===== config.mk =====
export PLATFORM = sky130hd
export DESIGN_NAME = sum_requester_flat
export DESIGN_NICKNAME = d
export VERILOG_FILES = /design/src/rtl/sum_requester_if.sv /design/src/rtl/sum_requester.sv /design/src/flat_wrapper.sv
export SDC_FILE = /design/constraint.sdc
export NUM_CORES = 1
export LEC_CHECK = 0
export ABC_CLOCK_PERIOD_IN_PS = 5500
export CORE_MARGIN = 2
export CORE_UTILIZATION = 40
export DETAILED_ROUTE_END_ITERATION = 8
export MAX_ROUTING_LAYER = met4
export RECOVER_POWER = 100
export SYNTH_ARGS = -nofsm -noshare
export SYNTH_HDL_FRONTEND = slang
export SYNTH_SLANG_ARGS = --single-unit

===== constraint.sdc =====
create_clock -name clk -period 5.5 [get_ports clk]
set_input_delay 1.1 -clock clk [delete_from_list [all_inputs] [get_ports clk]]
set_output_delay 1.1 -clock clk [all_outputs]
set_load 0.01 [all_outputs]

===== src/rtl/sum_requester_if.sv =====
// sum_requester_if: operand, sum-unit and result handshake bundle for sum_requester
interface sum_requester_if #(parameter int W = 10);
    logic         in_valid;
    logic         in_ready;
    logic [W-1:0] in_a;
    logic [W-1:0] in_b;
    logic         start;
    logic [W-1:0] a;
    logic [W-1:0] b;
    logic [W-1:0] y;
    logic         valid;
    logic         res_valid;
    logic         res_ready;
    logic [W-1:0] res_sum;
    logic         res_err;
    logic         spurious;
    logic         busy;
    modport master (
        input  in_valid, in_a, in_b, y, valid, res_ready,
        output in_ready, start, a, b, res_valid, res_sum, res_err, spurious, busy
    );
    modport slave (
        output in_valid, in_a, in_b, y, valid, res_ready,
        input  in_ready, start, a, b, res_valid, res_sum, res_err, spurious, busy
    );
endinterface


===== src/rtl/sum_requester.sv =====
// sum_requester: FIFO-buffered start/valid sum initiator with timeout; SUM_REQUESTER_CHECK_EN adds a sum cross-check
module sum_requester #(
    parameter int W       = 10,
    parameter int DEPTH   = 4,
    parameter int TIMEOUT = 8
) (
    input logic             clk,
    input logic             rst,
    sum_requester_if.master bus
);
    localparam int AW = $clog2(DEPTH);
    localparam int CW = $clog2(TIMEOUT + 1);
    typedef enum logic [1:0] {IDLE, ISSUE, WAIT, HOLD} state_t;
    state_t        state_q, state_d;
    logic [AW:0]   wp_q, wp_d, rp_q, rp_d;
    logic [W-1:0]  fa_q [DEPTH];
    logic [W-1:0]  fb_q [DEPTH];
    logic [CW-1:0] cnt_q, cnt_d;
    logic [W-1:0]  a_q, a_d, b_q, b_d, sum_q, sum_d;
    logic          err_q, err_d, spur_q, spur_d;
    logic          empty, full, push, pop, chk_err;
    assign empty = wp_q == rp_q;
    assign full  = (wp_q[AW] != rp_q[AW]) && (wp_q[AW-1:0] == rp_q[AW-1:0]);
    assign push  = bus.in_valid && bus.in_ready;
    assign pop   = (state_q == IDLE) && !empty;
`ifdef SUM_REQUESTER_CHECK_EN
    logic [W-1:0] exp_sum;
    assign exp_sum = a_q + b_q;
    assign chk_err = bus.y != exp_sum;
`else
    assign chk_err = 1'b0;
`endif
    always_comb begin
        state_d = state_q;
        cnt_d   = cnt_q;
        a_d     = a_q;
        b_d     = b_q;
        sum_d   = sum_q;
        err_d   = err_q;
        spur_d  = spur_q || (bus.valid && state_q != WAIT);
        wp_d    = wp_q + (AW+1)'(push);
        rp_d    = rp_q + (AW+1)'(pop);
        case (state_q)
            IDLE: if (pop) begin
                a_d     = fa_q[rp_q[AW-1:0]];
                b_d     = fb_q[rp_q[AW-1:0]];
                state_d = ISSUE;
            end
            ISSUE: begin
                cnt_d   = '0;
                state_d = WAIT;
            end
            WAIT: begin
                cnt_d = cnt_q + CW'(1);
                if (bus.valid) begin
                    sum_d   = bus.y;
                    err_d   = chk_err;
                    state_d = HOLD;
                end else if (cnt_q == CW'(TIMEOUT - 1)) begin
                    sum_d   = '0;
                    err_d   = 1'b1;
                    state_d = HOLD;
                end
            end
            HOLD: state_d = bus.res_ready ? IDLE : HOLD;
        endcase
    end
    always_ff @(posedge clk) begin
        if (rst) begin
            state_q <= IDLE;
            wp_q    <= '0;
            rp_q    <= '0;
            cnt_q   <= '0;
            a_q     <= '0;
            b_q     <= '0;
            sum_q   <= '0;
            err_q   <= 1'b0;
            spur_q  <= 1'b0;
        end else begin
            state_q <= state_d;
            wp_q    <= wp_d;
            rp_q    <= rp_d;
            cnt_q   <= cnt_d;
            a_q     <= a_d;
            b_q     <= b_d;
            sum_q   <= sum_d;
            err_q   <= err_d;
            spur_q  <= spur_d;
        end
    end
    always_ff @(posedge clk) begin
        if (push) begin
            fa_q[wp_q[AW-1:0]] <= bus.in_a;
            fb_q[wp_q[AW-1:0]] <= bus.in_b;
        end
    end
    assign bus.in_ready  = !full && !rst;
    assign bus.start     = state_q == ISSUE;
    assign bus.a         = a_q;
    assign bus.b         = b_q;
    assign bus.res_valid = state_q == HOLD;
    assign bus.res_sum   = sum_q;
    assign bus.res_err   = err_q;
    assign bus.spurious  = spur_q;
    assign bus.busy      = (state_q != IDLE) || !empty;
endmodule


===== src/flat_wrapper.sv =====
// flat-port wrapper written by rule: the top's interface ports become plain ports
module sum_requester_flat 
#(
    parameter int W       = 10,
    parameter int DEPTH   = 4,
    parameter int TIMEOUT = 8
)
  (clk, rst, bus_in_valid, bus_in_a, bus_in_b, bus_y, bus_valid, bus_res_ready, bus_in_ready, bus_start, bus_a, bus_b, bus_res_valid, bus_res_sum, bus_res_err, bus_spurious, bus_busy);
  sum_requester_if #(.W(W)) bus_i ();
  input logic clk;
  input logic rst;
  input wire logic [$bits(bus_i.in_valid)-1:0] bus_in_valid;
  input wire logic [$bits(bus_i.in_a)-1:0] bus_in_a;
  input wire logic [$bits(bus_i.in_b)-1:0] bus_in_b;
  input wire logic [$bits(bus_i.y)-1:0] bus_y;
  input wire logic [$bits(bus_i.valid)-1:0] bus_valid;
  input wire logic [$bits(bus_i.res_ready)-1:0] bus_res_ready;
  output wire logic [$bits(bus_i.in_ready)-1:0] bus_in_ready;
  output wire logic [$bits(bus_i.start)-1:0] bus_start;
  output wire logic [$bits(bus_i.a)-1:0] bus_a;
  output wire logic [$bits(bus_i.b)-1:0] bus_b;
  output wire logic [$bits(bus_i.res_valid)-1:0] bus_res_valid;
  output wire logic [$bits(bus_i.res_sum)-1:0] bus_res_sum;
  output wire logic [$bits(bus_i.res_err)-1:0] bus_res_err;
  output wire logic [$bits(bus_i.spurious)-1:0] bus_spurious;
  output wire logic [$bits(bus_i.busy)-1:0] bus_busy;
  assign bus_i.in_valid = bus_in_valid;
  assign bus_i.in_a = bus_in_a;
  assign bus_i.in_b = bus_in_b;
  assign bus_i.y = bus_y;
  assign bus_i.valid = bus_valid;
  assign bus_i.res_ready = bus_res_ready;
  assign bus_in_ready = bus_i.in_ready;
  assign bus_start = bus_i.start;
  assign bus_a = bus_i.a;
  assign bus_b = bus_i.b;
  assign bus_res_valid = bus_i.res_valid;
  assign bus_res_sum = bus_i.res_sum;
  assign bus_res_err = bus_i.res_err;
  assign bus_spurious = bus_i.spurious;
  assign bus_busy = bus_i.busy;
  sum_requester #(.W(W), .DEPTH(DEPTH), .TIMEOUT(TIMEOUT)) u_core (.clk(clk), .rst(rst), .bus(bus_i));
endmodule

==> metrics.md <==
| Metric | Value |
|---|---|
| # Post-CTS Setup Buffers | `0` |
| WP data arrival | `roughly 3100 ps` |
| ANT cells | `0` |
| Drt pass-1 iters | `4` |
| Top FF cell, synth | `edfxtp_1` |
| H-tree levels | `4` |
| Core area | `11400 um^2` |
| Top cells by count, synth | `edfxtp_1 (80), dfxtp_1 (44), nand2_1 (41)` |
| Top post-synthesis cells by area | `edfxtp_1 (51%), dfxtp_1 (19%), mux4_2 (9.7%), nand2_1 (3.3%), ha_1 (2.7%)` |
| Max-Cap Viols | `1` |
| Number of global-route vias before repair | `2753` |
| Slew Limit Fails | `24` |
| Clock Path Buffers | `2` |
| Worst Tran Pin Value | `between 1500 and 2000 ps` |
| WL met1 | `~3.8 mm` |
| Worst reg2reg path depth | `5` |
| Critical Path End Type | `primary output` |
| Worst clock skew | `between 10 and 15 ps` |
| Final TNS setup | `0 ps` |
| Violated checks | `max-capacitance violations, max-slew violations` |
| CTS Sinks | `124` |
| Layout cells sized above 1 | `between 10% and 20%` |
| Seq/Total Area, Yosys | `a little over two thirds` |
| VDD IR max | `between 0.2 and 0.25 mV` |
| Hold Path Class | `flip-flop to flip-flop` |
| Placed inst area | `5540 um^2` |
| First-pass GRT wire length | `14.0 mm` |
| WS Path Type | `flip-flop to primary output` |
| Pwr Total | `approximately 2.9 mW` |
| Status | `complete, but fails checks` |
| Most frequent cell after synthesis | `edfxtp_1` |
| Async SR Flop Fraction | `0%` |
| Vias | `roughly 2700` |
| Detail Route Antenna Nets | `0` |
| Cell Area, Synth | `roughly 4700 um^2` |
| Vias per cell | `about 5` |
| Highest metal used | `met4` |
| Hold path start | `u_core.bus.b[4]$_SDFFE_PP0P_` |
| Crit path to | `bus_in_ready` |
| Final wirelength | `roughly 8.6 mm` |
| Clk pin slew, worst setup/hold paths | `60 ps` |
| Initial Utilization | `between 40% and 50%` |
| Die Area | `around 13000 um^2` |
| CTS tree | `done` |
| Die span in y | `roughly 110 um` |
| Final HPWL DP | `slightly above 5 mm` |
| Area growth syn-to-layout | `31.5%` |
| Pwr dens | `465 nW/um^2` |
| Worst EP required | `4400 ps` |
| Largest net degree at the start of global routing | `48` |
| Drt drc | `0` |
| Startpoint types | `flip-flop` |
| Post-route clock period utilization | `between 70% and 80%` |
| Std cell rows | `39` |
| Final setup violation count | `0` |
| CP Launch Point | `u_core.rp_q[0]$_SDFF_PP0_` |
| Fin. Hold Viols | `0` |
| Reg-to-Reg Start | `u_core.rp_q[0]$_SDFF_PP0_` |
| Synth Instances | `roughly 310` |
| Post-synth EDFFs | `80` |
| Worst-Skew Late Latency | `~400 ps` |
| Port buffer count | `70` |
| Iter 0 DRT Violations | `142` |
| RR Endpoint | `u_core.fb_q[1][4]$_DFFE_PP_` |
| Yosys top cell area share | `roughly half` |
| RSZ-0062 raised after global routing | `no` |
| Remaining global-route overflow | `0` |
| Worst reg-to-reg setup slack | `approximately 1600 ps` |
| Synth Register Bits | `between 100 and 150` |
| Final core occ | `a little over half` |
| Leakage | `~2.2 nW` |
| Post-Syn Area per Cell | `15.0 um^2` |
| Total CTS buffers | `17` |
| Hold WS | `between 400 and 500 ps` |
| Post-CTS Resized | `0` |
| WL/cell | `15.8 um` |
| Total number of yosys warnings | `0` |
| Gp weighted congestion | `approximately 0.69` |
| Initial antenna violation count | `0` |
| Detail Route met3 WL | `between 400 and 500 um` |
| Wire length on met2 | `4.31 mm` |
| IO Pins | `71` |
| Max Clk Rate | `around 240 MHz` |
| # nets final | `between 400 and 500` |
| Netlist cell types | `34` |
| Rel. slew slack | `-3.20%` |
| Worst Path Max Fanout | `23` |
| Minimum clock period | `4170 ps` |
| Syn nets | `about 360` |
| Chip Width | `about 110 um` |
| CTS Root Cell | `clkbuf_16` |
| GRT Util Overall | `around 15%` |
| Final instance area | `between 6000 and 7000 um^2` |
| CTS Hold Bufs | `0` |
| Yosys top cell by area | `edfxtp_1` |
-- kinds of logic after synthesis --
| group | share of synthesized area (%) |
|---|---|
| DFF | 70.4 |
| and+or+nand+nor | 8.21 |
| AOI/OAI and AO/OA | 5.34 |
| buffers and inverters | 2.01 |
| muxes | 9.90 |
| adders and majority gates | 2.68 |
| xor gates and xnor gates | 1.50 |
-- power by group --
part           internal (mW)  switching (mW)
Combinational          0.277           0.264
Sequential              1.07          0.0780
Clock                  0.760           0.403
-- cell type report --
type | count | area (um^2)
timing repair buffer | 75 | 722
multi-input combinational | 165 | 1300
inverter | 7 | 26.3
tap | 143 | 179
fill | 1000 | 5280
sequential | 124 | 3280
clock buffer | 18 | 429
clock inverter | 14 | 193
-- registers in the layout, indices dropped and copies added (netlist names) --
name and flops:
u_core.wp_q 3, u_core.bus.b 10, u_core.bus.res_sum 10, u_core.bus.spurious 1
u_core.cnt_q 4, u_core.rp_q 3, u_core.fb_q 40, u_core.state_q 2
u_core.bus.a 10, u_core.bus.res_err 1, u_core.fa_q 40
-- cells in the final DEF (no fill, tap or decap), drive strengths merged --
cell type	instances
o31ai	1
clkinvlp	3
a311oi	1
nand3b	1
mux4	20
dlygate4sd3	57
and3	2
xnor2	5
nand2b	3
or2	1
and2	1
and4	1
dfxtp	44
clkdlybuf4s50	12
o21ai	3
ha	10
a22oi	11
buf	3
nor4b	1
edfxtp	80
clkbuf	21
and3b	1
or3b	1
nand2	41
a21oi	24
nor3	3
nor3b	3
bufinv	4
nor2b	4
nor2	20
a211oi	2
nand3	1
xor2	3
mux2	1
clkinv	5
inv	9
-- layer usage --
layer,global-route usage (%),up-vias
met4,6.10,0
li1,-,1319
met1,17.9,1328
met5,-,-
met2,24.1,77
met3,5.39,11
-- critical path, stage by stage (launching register included) --
cell           delay [ps]
dfxtp_1              1360
xor2_1                300
nor3_1                280
nor2_1                 80
dlygate4sd3_1         640
-- worst min-delay path by stage --
stage                                                 end  slack [ps]  depth (start not counted)
after floorplan              u_core.cnt_q[1]$_SDFFE_PP0P_         460                          2
after detailed placement     u_core.bus.a[5]$_SDFFE_PP0P_         450                          2
after CTS                    u_core.bus.b[4]$_SDFFE_PP0P_         460                          2
final                        u_core.bus.b[4]$_SDFFE_PP0P_         450                          2
after global placement    u_core.bus.res_err$_SDFFE_PP0P_         450                          2
after global routing      u_core.bus.res_err$_SDFFE_PP0P_         480                          2
-- stage by stage --
stage	std cells	setup WS (ps)
finish	546	1330
global route	546	990
CTS	546	1910
detailed placement	514	1930
global placement	514	1990
floorplan	312	1960
No activity file was read; power rests on OpenSTA's default activity.
